===== config.mk =====
export PLATFORM = sky130hd
export DESIGN_NAME = cp0_ctrl
export DESIGN_NICKNAME = d
export VERILOG_FILES = /design/src/rtl/cp0_ctrl_pkg.sv /design/src/rtl/cp0_ctrl.sv
export SDC_FILE = /design/constraint.sdc
export NUM_CORES = 1
export LEC_CHECK = 0
export CORE_MARGIN = 1.5
export CORE_UTILIZATION = 47
export DETAILED_ROUTE_END_ITERATION = 12
export HOLD_SLACK_MARGIN = 0.12
export PLACE_DENSITY = 0.87
export SLEW_MARGIN = 20
export SYNTH_ARGS = -nofsm -noshare
export SYNTH_HDL_FRONTEND = slang
export SYNTH_SLANG_ARGS = --single-unit

===== constraint.sdc =====
create_clock -name clk -period 3.8 [get_ports clk]
set_input_delay 0.76 -clock clk [delete_from_list [all_inputs] [get_ports clk]]
set_output_delay 0.76 -clock clk [all_outputs]
set_load 0.005 [all_outputs]

===== src/rtl/cp0_ctrl_pkg.sv =====
`default_nettype none
// ============================================================================
// Module      : cp0_ctrl_pkg
// Description : Shared constants for the CP0 exception/interrupt controller.
//               Holds the register numbers, the exception codes used by the
//               controller, the PRId value and the field bit positions of
//               SR and Cause.
// Revision    : 1.0 - initial release
// ============================================================================
package cp0_ctrl_pkg;

    // CP0 register numbers
    localparam logic [4:0] c_reg_badvaddr = 5'd8;
    localparam logic [4:0] c_reg_sr       = 5'd12;
    localparam logic [4:0] c_reg_cause    = 5'd13;
    localparam logic [4:0] c_reg_epc      = 5'd14;
    localparam logic [4:0] c_reg_prid     = 5'd15;

    // Exception codes
    localparam logic [4:0] c_exc_int      = 5'd0;
    localparam logic [4:0] c_exc_adel     = 5'd4;
    localparam logic [4:0] c_exc_ades     = 5'd5;
    localparam logic [4:0] c_exc_ri       = 5'd10;
    localparam logic [4:0] c_exc_ov       = 5'd12;

    // Processor identification value
    localparam logic [31:0] c_prid_value  = 32'h0000_2023;

    // SR field positions
    localparam int c_sr_im_hi     = 15;
    localparam int c_sr_im_lo     = 10;
    localparam int c_sr_exl_bit   = 1;
    localparam int c_sr_ie_bit    = 0;

    // Cause field positions
    localparam int c_cause_bd_bit = 31;
    localparam int c_cause_ip_hi  = 15;
    localparam int c_cause_ip_lo  = 10;
    localparam int c_cause_exc_hi = 6;
    localparam int c_cause_exc_lo = 2;

endpackage : cp0_ctrl_pkg
`default_nettype wire


===== src/rtl/cp0_ctrl.sv =====
`default_nettype none
// ============================================================================
// Module      : cp0_ctrl
// Description : Coprocessor-0 controller. Holds SR, Cause, EPC and PRId,
//               raises the flush/redirect request for interrupts and
//               exceptions seen in the Memory stage, handles eret and
//               mtc0/mfc0 accesses.
// Revision    : 1.0 - initial release
//
// Ports:
//   clk          in   1   pipeline clock, rising edge
//   reset        in   1   synchronous active-high reset
//   en           in   1   mtc0 write strobe
//   cp0_addr     in   5   register number for mtc0/mfc0
//   cp0_wdata    in   32  mtc0 write data
//   cp0_rdata    out  32  mfc0 read data (combinational, pre-edge value)
//   vpc          in   32  PC of the victim instruction
//   bd_in        in   1   victim sits in a branch delay slot
//   exc_code_in  in   5   pipelined exception code, 0 = none
//   hw_int       in   6   external interrupt lines
//   eret_in      in   1   eret in Memory stage
//   bad_vaddr_in in   32  faulting address (only with CP0_BADVADDR_EN)
//   req          out  1   flush/redirect request
//   epc_out      out  32  current EPC value
//
// Configuration macro:
//   CP0_BADVADDR_EN - adds bad_vaddr_in and the BadVAddr register (8).
//                     Without it, register 8 reads as zero.
// ============================================================================
module cp0_ctrl
    import cp0_ctrl_pkg::*;
(
    input  logic        clk,
    input  logic        reset,
    input  logic        en,
    input  logic [4:0]  cp0_addr,
    input  logic [31:0] cp0_wdata,
    output logic [31:0] cp0_rdata,
    input  logic [31:0] vpc,
    input  logic        bd_in,
    input  logic [4:0]  exc_code_in,
    input  logic [5:0]  hw_int,
    input  logic        eret_in,
`ifdef CP0_BADVADDR_EN
    input  logic [31:0] bad_vaddr_in,
`endif
    output logic        req,
    output logic [31:0] epc_out
);

    // Register state
    logic [5:0]  r_sr_im;
    logic        r_sr_exl;
    logic        r_sr_ie;
    logic        r_cause_bd;
    logic [5:0]  r_cause_ip;
    logic [4:0]  r_cause_exc;
    logic [31:0] r_epc;
`ifdef CP0_BADVADDR_EN
    logic [31:0] r_badvaddr;
`endif

    logic        w_int_req;
    logic        w_exc_req;
    logic [31:0] w_victim_epc;

    // Interrupts and exceptions are both masked while in handler mode (EXL=1).
    assign w_int_req    = (|(hw_int & r_sr_im)) & r_sr_ie & ~r_sr_exl;
    assign w_exc_req    = (exc_code_in != c_exc_int) & ~r_sr_exl;
    assign req          = w_int_req | w_exc_req;

    // A delay-slot victim restarts at its branch.
    assign w_victim_epc = bd_in ? (vpc - 32'd4) : vpc;

    assign epc_out      = r_epc;

    always_ff @(posedge clk) begin
        if (reset) begin
            r_sr_im     <= '0;
            r_sr_exl    <= 1'b0;
            r_sr_ie     <= 1'b0;
            r_cause_bd  <= 1'b0;
            r_cause_ip  <= '0;
            r_cause_exc <= '0;
            r_epc       <= '0;
`ifdef CP0_BADVADDR_EN
            r_badvaddr  <= '0;
`endif
        end else begin
            // Pending-interrupt bits mirror the lines every cycle.
            r_cause_ip <= hw_int;

            if (req) begin
                // Taking the trap: any coincident mtc0 or eret is discarded.
                r_sr_exl    <= 1'b1;
                r_cause_bd  <= bd_in;
                r_epc       <= w_victim_epc;
                r_cause_exc <= w_int_req ? c_exc_int : exc_code_in;
`ifdef CP0_BADVADDR_EN
                if (!w_int_req &&
                    ((exc_code_in == c_exc_adel) || (exc_code_in == c_exc_ades))) begin
                    r_badvaddr <= bad_vaddr_in;
                end
`endif
            end else begin
                if (eret_in) begin
                    r_sr_exl <= 1'b0;
                end
                // A coincident mtc0 SR is ordered after eret, so its EXL wins.
                if (en) begin
                    case (cp0_addr)
                        c_reg_sr: begin
                            r_sr_im  <= cp0_wdata[c_sr_im_hi:c_sr_im_lo];
                            r_sr_exl <= cp0_wdata[c_sr_exl_bit];
                            r_sr_ie  <= cp0_wdata[c_sr_ie_bit];
                        end
                        c_reg_epc: begin
                            r_epc <= cp0_wdata;
                        end
                        default: begin
                            // Cause, PRId and everything else are read-only.
                        end
                    endcase
                end
            end
        end
    end

    // mfc0 read mux
    always_comb begin
        cp0_rdata = '0;
        case (cp0_addr)
            c_reg_sr:    cp0_rdata = {16'd0, r_sr_im, 8'd0, r_sr_exl, r_sr_ie};
            c_reg_cause: cp0_rdata = {r_cause_bd, 15'd0, r_cause_ip, 3'd0,
                                      r_cause_exc, 2'd0};
            c_reg_epc:   cp0_rdata = r_epc;
            c_reg_prid:  cp0_rdata = c_prid_value;
`ifdef CP0_BADVADDR_EN
            c_reg_badvaddr: cp0_rdata = r_badvaddr;
`endif
            default:     cp0_rdata = '0;
        endcase
    end

endmodule : cp0_ctrl
`default_nettype wire


==> reports/metrics.yaml <==
run_status:
  status: "finished clean"
setup_path:
  timing.critical_path.required_ns: 3.04
  worst_r2r_path_depth: 4
  critical_path_class: "input port to output pin"
  cp-start-kind: "input port"
  r2r_slack_ns: 1.69
  arrival_ns: 2.78
  critPathCaptureType: "output pin"
  r2r-start: "r_sr_im[3]$_SDFFE_PP0P_"
  critPathMaxFanout: 3
  r2r-end: "r_sr_im[1]$_SDFFE_PP0P_"
timing:
  hold_viol_final: 0
  rsz0062_at_grt: "no"
  max_freq_ghz: 0.282
  worst_clock_skew_ns: 0.00386
  tightest_slew_ns: 1.07
  finalSetupViolations: 0
  maxSlewViolCount: 0
  finalWorstSetupSlack_ns: 0.257
  setup_tns_ns: 0
  final.period_utilization_pct: 93.2
  slew_headroom_pct: 28.7
  fin_crit_ns: 3.54
placed_design:
  place_area_um2: 5110
  hpwl_um: 9410
  gp_congestion: 0.932
  port_buffers: 149
  place_ws_ns: 0.278
final_layout:
  diodes: 0
  layout_commonest_cell: "clkdlybuf4s50_1"
  final_area_um2: 5190
  final_nets: 647
  final_cell_mix: "clkdlybuf4s50_1 (148), dfxtp_1 (52), o31ai_1 (31)"
  finish.utilization_pct: 71.1
  area_growth_syn_to_layout_pct: 45.9
  drive_gt1_share_pct: 6.24
floorplan:
  dieArea_um2: 8100
  coreArea_um2: 7290
  die_w_um: 90.0
  initial_core_util_pct: 48.8
  io_pins: 150
  die_y_um: 90.0
  rows: 31
routing:
  detail_route.wl_per_cell_um: 20.0
  drt_first_pass_iters: 5
  ant_nets: 0
  num_vias: 4325
  wl_um: 13200
  drtIter0Drc: 427
  via_per_inst: 6.55
  drt_drc_violations_left: 0
synthesis:
  synth.avg_cell_area_um2: 8.14
  synth_fa_ha_area_share_pct: 0.352
  yosysWarnings: 0
  synth-seq-area-share_pct: 29.3
  synth_top_family_by_area: "simple AND/OR/NAND/NOR gates"
  synthFlopType: "dfxtp_1"
  synth_nets: 523
  yosys.area.top_type: "dfxtp_1"
  synthArstFlopShare_pct: 0
  syn_inst: 437
  synth_simple_gate_area_share_pct: 28.1
  ys_types: 48
  synth_top_area_share_pct: 29.3
  synthesis.area_um2: 3560
  synth_compound_area_share_pct: 27.3
  synth_area_leaders: "dfxtp_1 (29%), mux2i_1 (6.8%), o31ai_1 (6.5%)"
  synth_mux_area_share_pct: 6.76
  synth-xor-area-share_pct: 1.97
  synth-edff-count: 0
  ys_seq_elements: 52
global_route:
  grt_pass1_wl_um: 21100
  grt_max_degree: 60
  grt_pass1_vias: 4024
  grt_overflow: 0
  grt_usage_pct: 31.7
  antenna_found_initial: 0
pwr:
  vdd.ir_drop.worst_mv: 0.159
  leakage_nw: 1.85
  p_per_area_nw_per_um2: 257
cts:
  cts_buffer_depth: 2
  clock_sinks: 52
  insertion_delay_ns: 0.31
  cts.clk_slew.worst_paths_ns: 0.09
  numCtsBuffers: 5
  root_buffer: "clkbuf_8"
  cts_resized: 0
  h-tree-depth: 2
  post-cts-setup-buffers: 0
  holdBufCountCts: 0
  cts_tree: "yes"
run:
  maxCapViolCount: 0
min_path:
  hold_path_depth: 2
  holdCritStartpoint: "r_cause_exc[2]$_SDFFE_PP0N_"
  min_to: "r_cause_exc[2]$_SDFFE_PP0N_"
  hp-class: "flop to flop"
## logic make-up after synthesis
group	Yosys count
and+or+nand+nor	164
AOI/OAI and AO/OA	134
buffers and inverters	54
DFF	52
muxes	24
xor gates and xnor gates	8
adders and majority gates	1
## critical path: stages
cell and delay (ns):
clkdlybuf4s50_1 0.43, or4_1 0.59, o21a_1 0.25, nor2_1 0.17, inv_1 0.12, clkdlybuf4s50_1 0.46
## routing by layer
metal | routed length, um | up-vias | global-route usage (%)
li1 | - | 1962 | -
met5 | 0 | - | 0
met3 | 1190 | 34 | 5.08
met2 | 6380 | 291 | 52.6
met1 | 5290 | 2038 | 42.1
met4 | 329 | 0 | 10.1
## flip-flops by register name, summed over array words and instances (netlist names)
signal	cells
r_sr_exl	1
r_cause_ip	6
r_sr_ie	1
epc_out	32
r_cause_bd	1
r_cause_exc	5
r_sr_im	6
## synth_stat cells (all sizes together) (2+ instances only)
library cell and number:
inv 4, nor4 12, clkbuf 42, nor3 5
a211oi 23, a31oi 14, o31a 5, nand3b 3
dfxtp 52, nand4 21, or4 15, a41o 14
o21ai 10, and3 19, xor2 2, o31ai 31
nand2b 17, o21a 3, a22oi 5, buf 7
or3 13, a22o 3, xnor2 6, and4 6
nor2 20, a21oi 20, nand2 7, mux2i 24
nor2b 10, nand3 12
## worst max-delay path by stage
stage / cells past startpoint / endpoint / from / slack (ns)
after global routing: 6 / req / exc_code_in[0] / 0.17
after floorplan: 5 / req / exc_code_in[0] / 1.05
after global placement: 6 / req / exc_code_in[0] / 0.31
after CTS: 6 / req / exc_code_in[0] / 0.27
after detailed placement: 6 / req / exc_code_in[0] / 0.28
final: 6 / req / exc_code_in[0] / 0.26
## report_power, final
group / internal (mW) / total, mW / switching (mW)
registers: 0.587 / 0.618 / 0.0317
logic: 0.221 / 0.405 / 0.184
clock network: 0.125 / 0.309 / 0.183
total: 0.933 / 1.33 / 0.399
## cell type report
type | instances | area (um2)
inverters | 5 | 18.8
fillers | 583 | 2100
clock buffers | 5 | 68.8
well taps | 99 | 124
clock inverters | 2 | 12.5
multi-input cells | 331 | 2310
repair buffers | 166 | 1610
flip-flops and latches | 52 | 1040
## through the flow
| stage | std cells | power [mW] | hold WS (ns) |
|---|---|---|---|
| 2_1_floorplan | 437 | 0.790 | 0.441 |
| 3_3_place_gp | 653 | 1.01 | 0.449 |
| 3_5_place_dp | 653 | 1.03 | 0.459 |
| 4_1_cts | 660 | 1.33 | 0.476 |
| 5_1_grt | 660 | 1.38 | 0.491 |
| 6_report | 660 | 1.33 | 0.475 |
Power figures use the tool's default switching activity.
